**src/rtl/mips_enc_pkg.sv**
```systemverilog
`default_nettype none
// ============================================================================
// Package     : mips_enc_pkg
// Description : Shared MIPS encode/decode definitions. Holds the op-class
//               enum, primary opcode and R-type funct constants, and the
//               result type of the instruction encoder.
// Revision    : 1.0  initial release
// ============================================================================
package mips_enc_pkg;

  // Op classes carried by a decoded operation descriptor. Codes 13..15 are
  // undefined and treated as illegal by the encoder.
  typedef enum logic [3:0] {
    OPC_ADD  = 4'd0,
    OPC_SUB  = 4'd1,
    OPC_AND  = 4'd2,
    OPC_OR   = 4'd3,
    OPC_SLT  = 4'd4,
    OPC_SLLV = 4'd5,
    OPC_SRLV = 4'd6,
    OPC_SRAV = 4'd7,
    OPC_LW   = 4'd8,
    OPC_SW   = 4'd9,
    OPC_BEQ  = 4'd10,
    OPC_ADDI = 4'd11,
    OPC_J    = 4'd12
  } op_class_e;

  // Primary opcodes (instruction bits 31:26)
  localparam logic [5:0] OP_RTYPE = 6'b000000;
  localparam logic [5:0] OP_LW    = 6'b100011;
  localparam logic [5:0] OP_SW    = 6'b101011;
  localparam logic [5:0] OP_BEQ   = 6'b000100;
  localparam logic [5:0] OP_ADDI  = 6'b001000;
  localparam logic [5:0] OP_J     = 6'b000010;

  // R-type function codes (instruction bits 5:0)
  localparam logic [5:0] FN_ADD  = 6'b100000;
  localparam logic [5:0] FN_SUB  = 6'b100010;
  localparam logic [5:0] FN_AND  = 6'b100100;
  localparam logic [5:0] FN_OR   = 6'b100101;
  localparam logic [5:0] FN_SLT  = 6'b101010;
  localparam logic [5:0] FN_SLLV = 6'b000100;
  localparam logic [5:0] FN_SRLV = 6'b000110;
  localparam logic [5:0] FN_SRAV = 6'b000111;

  typedef struct packed {
    logic        legal;
    logic [31:0] word;
  } enc_result_t;

  // R-type layout: opcode | rs | rt | rd | shamt(0) | funct
  function automatic logic [31:0] r_word(input logic [4:0] rs,
                                         input logic [4:0] rt,
                                         input logic [4:0] rd,
                                         input logic [5:0] funct);
    return {OP_RTYPE, rs, rt, rd, 5'b00000, funct};
  endfunction

endpackage
`default_nettype wire

```
**src/rtl/enc_fifo.sv**
```systemverilog
`default_nettype none
// ============================================================================
// Module      : enc_fifo
// Description : Synchronous FIFO, DEPTH x WIDTH. Pointers carry one extra
//               wrap bit so full and empty are distinguished without a
//               separate flag. Read data is the head entry (fall-through).
// Ports       : clk, rst_n (async, active low)
//               push/wdata  - write when not full
//               pop/rdata   - retire head when not empty
//               full, empty, count (occupancy 0..DEPTH)
// Revision    : 1.0  initial release
// ============================================================================
module enc_fifo #(
  parameter int DEPTH = 4,
  parameter int WIDTH = 32
) (
  input  logic                     clk,
  input  logic                     rst_n,
  input  logic                     push,
  input  logic [WIDTH-1:0]         wdata,
  input  logic                     pop,
  output logic [WIDTH-1:0]         rdata,
  output logic                     full,
  output logic                     empty,
  output logic [$clog2(DEPTH):0]   count
);

  localparam int         AW       = $clog2(DEPTH);
  localparam logic [AW:0] PTR_ONE  = (AW+1)'(1);
  localparam logic [AW:0] CNT_FULL = (AW+1)'(DEPTH);

  logic [WIDTH-1:0] mem [DEPTH];
  logic [AW:0]      wr_ptr;
  logic [AW:0]      rd_ptr;
  logic             do_push;
  logic             do_pop;

  assign do_push = push && !full;
  assign do_pop  = pop && !empty;

  always_ff @(posedge clk or negedge rst_n) begin
    if (!rst_n) begin
      wr_ptr <= '0;
      rd_ptr <= '0;
    end else begin
      if (do_push) wr_ptr <= wr_ptr + PTR_ONE;
      if (do_pop)  rd_ptr <= rd_ptr + PTR_ONE;
    end
  end

  // Storage needs no reset: an entry is only observed after it is written.
  always_ff @(posedge clk) begin
    if (do_push) mem[wr_ptr[AW-1:0]] <= wdata;
  end

  assign count = wr_ptr - rd_ptr;
  assign full  = (count == CNT_FULL);
  assign empty = (wr_ptr == rd_ptr);
  assign rdata = mem[rd_ptr[AW-1:0]];

endmodule
`default_nettype wire

```
**src/rtl/instr_encoder.sv**
```systemverilog
`default_nettype none
// ============================================================================
// Module      : instr_encoder
// Description : Encodes operation descriptors into 32-bit MIPS instruction
//               words, buffers them in a FIFO and tags each retired word with
//               an incrementing word address. Illegal op classes are accepted
//               but dropped, and set a sticky err flag.
// Config      : define SHIFT_OPS_EN to encode SLLV/SRLV/SRAV; otherwise those
//               op classes are illegal.
// Ports       : in_valid/in_ready/in_op/in_rs/in_rt/in_rd/in_imm/in_target
//                 - descriptor input handshake
//               out_valid/out_ready/out_instr/out_addr
//                 - encoded word output handshake
//               err/err_clr - sticky illegal-op flag and its sync clear
//               count       - FIFO occupancy
// Revision    : 1.0  initial release
// ============================================================================
module instr_encoder
  import mips_enc_pkg::*;
#(
  parameter int DEPTH  = 4,
  parameter int ADDR_W = 8
) (
  input  logic                    clk,
  input  logic                    rst_n,
  input  logic                    in_valid,
  output logic                    in_ready,
  input  logic [3:0]              in_op,
  input  logic [4:0]              in_rs,
  input  logic [4:0]              in_rt,
  input  logic [4:0]              in_rd,
  input  logic [15:0]             in_imm,
  input  logic [25:0]             in_target,
  output logic                    out_valid,
  input  logic                    out_ready,
  output logic [31:0]             out_instr,
  output logic [ADDR_W-1:0]       out_addr,
  output logic                    err,
  input  logic                    err_clr,
  output logic [$clog2(DEPTH):0]  count
);

  function automatic enc_result_t encode(input logic [3:0]  op,
                                         input logic [4:0]  rs,
                                         input logic [4:0]  rt,
                                         input logic [4:0]  rd,
                                         input logic [15:0] imm,
                                         input logic [25:0] target);
    enc_result_t res;
    res.legal = 1'b1;
    res.word  = '0;
    case (op)
      OPC_ADD:  res.word = r_word(rs, rt, rd, FN_ADD);
      OPC_SUB:  res.word = r_word(rs, rt, rd, FN_SUB);
      OPC_AND:  res.word = r_word(rs, rt, rd, FN_AND);
      OPC_OR:   res.word = r_word(rs, rt, rd, FN_OR);
      OPC_SLT:  res.word = r_word(rs, rt, rd, FN_SLT);
`ifdef SHIFT_OPS_EN
      OPC_SLLV: res.word = r_word(rs, rt, rd, FN_SLLV);
      OPC_SRLV: res.word = r_word(rs, rt, rd, FN_SRLV);
      OPC_SRAV: res.word = r_word(rs, rt, rd, FN_SRAV);
`endif
      OPC_LW:   res.word = {OP_LW,   rs, rt, imm};
      OPC_SW:   res.word = {OP_SW,   rs, rt, imm};
      OPC_BEQ:  res.word = {OP_BEQ,  rs, rt, imm};
      OPC_ADDI: res.word = {OP_ADDI, rs, rt, imm};
      OPC_J:    res.word = {OP_J, target};
      default:  res.legal = 1'b0;
    endcase
    return res;
  endfunction

  enc_result_t enc;
  logic        accept;
  logic        push;
  logic        pop;
  logic [31:0] fifo_rdata;
  logic        fifo_full;
  logic        fifo_empty;
  logic [31:0] last_instr;

  assign enc    = encode(in_op, in_rs, in_rt, in_rd, in_imm, in_target);
  assign accept = in_valid && in_ready;
  assign push   = accept && enc.legal;
  assign pop    = out_valid && out_ready;

  enc_fifo #(
    .DEPTH (DEPTH),
    .WIDTH (32)
  ) u_fifo (
    .clk   (clk),
    .rst_n (rst_n),
    .push  (push),
    .wdata (enc.word),
    .pop   (pop),
    .rdata (fifo_rdata),
    .full  (fifo_full),
    .empty (fifo_empty),
    .count (count)
  );

  // in_ready depends only on registered FIFO state, never on out_ready.
  assign in_ready  = !fifo_full;
  assign out_valid = !fifo_empty;
  // When drained, keep presenting the most recently retired word.
  assign out_instr = fifo_empty ? last_instr : fifo_rdata;

  always_ff @(posedge clk or negedge rst_n) begin
    if (!rst_n) begin
      last_instr <= '0;
      out_addr   <= '0;
    end else if (pop) begin
      last_instr <= fifo_rdata;
      out_addr   <= out_addr + ADDR_W'(1);
    end
  end

  // Setting on an illegal accept takes priority over a same-cycle clear.
  always_ff @(posedge clk or negedge rst_n) begin
    if (!rst_n) begin
      err <= 1'b0;
    end else if (accept && !enc.legal) begin
      err <= 1'b1;
    end else if (err_clr) begin
      err <= 1'b0;
    end
  end

endmodule
`default_nettype wire
```
**config.mk**
```make
export PLATFORM = sky130hd
export DESIGN_NAME = instr_encoder
export DESIGN_NICKNAME = d
export VERILOG_FILES = /design/src/rtl/mips_enc_pkg.sv /design/src/rtl/enc_fifo.sv /design/src/rtl/instr_encoder.sv
export SDC_FILE = /design/constraint.sdc
export NUM_CORES = 1
export LEC_CHECK = 0
export CORE_MARGIN = 4
export CORE_UTILIZATION = 35
export CTS_CLUSTER_SIZE = 16
export DETAILED_ROUTE_END_ITERATION = 8
export DONT_BUFFER_PORTS = 1
export PLACE_DENSITY = 0.54
export SKIP_LAST_GASP = 1
export SYNTH_ARGS = -nofsm -noshare
export SYNTH_HDL_FRONTEND = slang
export SYNTH_SLANG_ARGS = --single-unit
```
**constraint.sdc**
```tcl
create_clock -name clk -period 6.5 [get_ports clk]
set_input_delay 0.975 -clock clk [delete_from_list [all_inputs] [get_ports clk]]
set_output_delay 0.975 -clock clk [all_outputs]
set_load 0.02 [all_outputs]
```
==> impl_metrics.py <==
metrics = {
    "setup_path": {
        "cp-start-kind": "flip-flop",
        "cp-end-kind": "output port",
        "worst-path-max-fanout": 33,
        "crit_required_ns": 5.52,
        "cpMaxStageDelayCell": "dfrtp_2",
        "worstPathCellList": "inv_1 -> ha_1 -> nand2_1 -> nor2_4 -> mux2_2",
        "slowest_delay_ns": 0.94,
        "critical_path_buf_inv_count": 1,
        "critPathKind": "flip-flop to output port",
        "arrival_ns": 3.31,
        "cp_top_family": "flip-flops",
    },
    "grt": {
        "grt_antenna_before_repair": 0,
        "grtUsageTotal": 0.141,
        "grt-ovfl-total": 0,
        "grt_max_degree": 46,
        "grt_pass1_vias": 4009,
        "grt_pass1_wl_um": 23200,
    },
    "clock_tree": {
        "path_clk_slew_ns": 0.06,
        "cts_tree": "yes",
        "clockRootBuffer": "clkbuf_16",
        "cts_sinks": 165,
        "cts_setup_buffers": 0,
        "htreeDepth": 4,
        "clk_latency_ns": 0.42,
        "cts_resized": 0,
        "cts_inserted_buffers": 17,
        "cts.hold.buffers_added": 0,
        "max-clock-path-buffers": 2,
    },
    "pwr": {
        "switching_share": 0.371,
        "switchingPower_uw": 1540,
        "p_per_area_nw_per_um2": 524,
        "seqPwrFrac": 0.386,
        "comb_power_share": 0.372,
        "leakage_uw": 0.00293,
        "internal_power_uw": 2610,
        "p_clk_frac": 0.242,
        "ir_drop_uv": 217,
    },
    "finish": {
        "fin_cells": 739,
        "fill_cells": 1840,
        "n_antenna_cell": 0,
        "fin_nets": 536,
        "area_growth_pct": 12.0,
        "drive_above_1_share": 0.211,
    },
    "detailed_routing": {
        "routedWlPerCell_um": 20.2,
        "drt_iter0_drc": 213,
        "num_vias": 3634,
        "drcViolationCount": 0,
        "ant_nets": 0,
        "wirelength_um": 14900,
        "dr.pass1.iters": 4,
        "avgViaCountPerCell": 4.92,
    },
    "timing": {
        "max_freq_mhz": 233,
        "final.setup_skew_ns": 0.00903,
        "fin_setup_tns_ns": 0,
        "drv_slew": 0,
        "rsz0062_at_grt": "false",
        "worstMarginPinSlew_ns": 1.12,
        "period_needed_ns": 4.29,
        "slew_headroom": 0.252,
        "finalCritPeriodShare": 0.660,
        "hold_viol_final": 0,
        "setup_violations": 0,
        "fin_ws_ns": 2.21,
    },
    "synth": {
        "synthTopCellsByArea": "edfxtp_1, dfrtp_1, mux4_2, nand2_1, mux2_2",
        "yosysMostFrequentCell": "edfxtp_1",
        "synth_top_area_cell": "edfxtp_1",
        "synth.top_cell.area_share": 0.509,
        "synth_ff_type": "edfxtp_1",
        "async_flop_share": 0.273,
        "ys_seq_area_frac": 0.669,
        "ys_top_cells_by_count": "edfxtp_1, nand2_1, dfrtp_1",
        "avgSynthCellArea_um2": 15.2,
        "synth_edf_count": 120,
        "netlist_instances": 465,
        "synthDistinctLibCells": 41,
        "syn-num-nets": 540,
        "ys_seq_elements": 165,
        "synth_area_um2": 7070,
        "yosysWarnings": 0,
    },
    "job": {
        "drv_cap": 0,
    },
    "placed_design": {
        "place.port_buffers": 0,
        "place_inst": 707,
        "dpl_worst_slack_ns": 2.54,
        "globalplace.congestion": 0.713,
        "dp_hpwl_um": 9440,
    },
    "run_status": {
        "outcome": "finished clean",
    },
    "die": {
        "fp.dieH_um": 150,
        "ios": 112,
        "dieArea_um2": 22600,
        "die_w_um": 150,
        "initial_core_util": 0.360,
        "num_rows": 51,
        "fp.coreArea_um2": 19700,
    },
    "min_path": {
        "holdCritPathClass": "primary input to asynchronous set/reset pin",
    },
}
registers in the layout (all words and copies together) (netlist names):
signal / flops
err: 1
u_fifo.mem: 120
u_fifo.rd_ptr: 3
last_instr: 30
out_addr: 8
u_fifo.wr_ptr: 3
routing by layer:
layer / vias up / GRT usage / wire, um
met3: 14 / 0.0421 / 918
met1: 1811 / 0.190 / 6680
met4: 0 / 0.0462 / 214
met5: - / 0 / 0
li1: 1700 / - / -
met2: 109 / 0.221 / 7120
cell type report:
type	instances	area (um^2)	share of cell area
sequential	165	4730	0.597
multi-input combinational	260	2200	0.277
clock buffer	26	479	0.0605
tap	265	332	0.0419
clock inverter	6	105	0.0133
inverter	14	52.6	0.00664
timing repair buffer	3	22.5	0.00284
power by group through the flow:
stage / logic [uW] / clock network [uW] / registers, uW
after floorplan: 1340 / 0 / 1560
after global placement: 1560 / 0 / 1610
after detailed placement: 1590 / 0 / 1630
after CTS: 1590 / 1020 / 1610
after global routing: 1710 / 1070 / 1640
final: 1540 / 1000 / 1600
final timing paths:
path | from | to | slack, ns | depth (start not counted)
max | u_fifo.rd_ptr[1]$_DFFE_PN0P_ | out_instr[26] | 2.21 | 5
min in group clk | last_instr[23]$_DFFE_PN0P_ | last_instr[23]$_DFFE_PN0P_ | 0.47 | 2
min reg2reg | last_instr[23]$_DFFE_PN0P_ | last_instr[23]$_DFFE_PN0P_ | 0.47 | 2
min | rst_n | last_instr[1]$_DFFE_PN0P_ | 0.25 | 0
max in group asynchronous | rst_n | u_fifo.rd_ptr[1]$_DFFE_PN0P_ | 6.15 | 0
max reg2reg | u_fifo.rd_ptr[1]$_DFFE_PN0P_ | u_fifo.mem[2][1]$_DFFE_PP_ | 3.29 | 5
placed cells by master (no fill, tap or decap), drive strengths merged, types with 10 or more instances in the layout:
cell type / count
edfxtp: 120
nand2: 102
dfrtp: 45
mux2: 31
mux4: 30
clkbuf: 26
a22o: 16
inv: 14
o21ai: 12
nor2: 10
worst register-to-register path: stages, from the launching register on:
cell	delay [ns]
dfrtp_2	0.94
fa_1	0.33
xor3_2	0.37
nand3_4	0.19
nand3_4	0.16
nor2_4	0.83
stage by stage:
stage | area, um^2 | power (uW) | utilization | hold WS [ns]
6_report | 7920 | 4150 | 0.403 | 0.248
5_1_grt | 7920 | 4420 | 0.403 | 0.216
4_1_cts | 7920 | 4230 | 0.403 | 0.229
3_5_place_dp | 7340 | 3220 | 0.373 | 0.456
3_3_place_gp | 7340 | 3180 | 0.373 | 0.451
2_1_floorplan | 7070 | 2890 | - | 0.440
logic make-up (layout without fill, tap and decap cells):
group | Yosys count | after routing | synth area share
other cells | 1 | 1 | 0.000530
buf+inv | 40 | 49 | 0.0264
flops | 165 | 165 | 0.669
compound gates | 46 | 46 | 0.0451
simple gates | 129 | 129 | 0.0773
fa+ha+maj | 9 | 9 | 0.0170
mux | 62 | 62 | 0.147
xor+xnor | 13 | 13 | 0.0184
(Power assumes the default switching activity.)
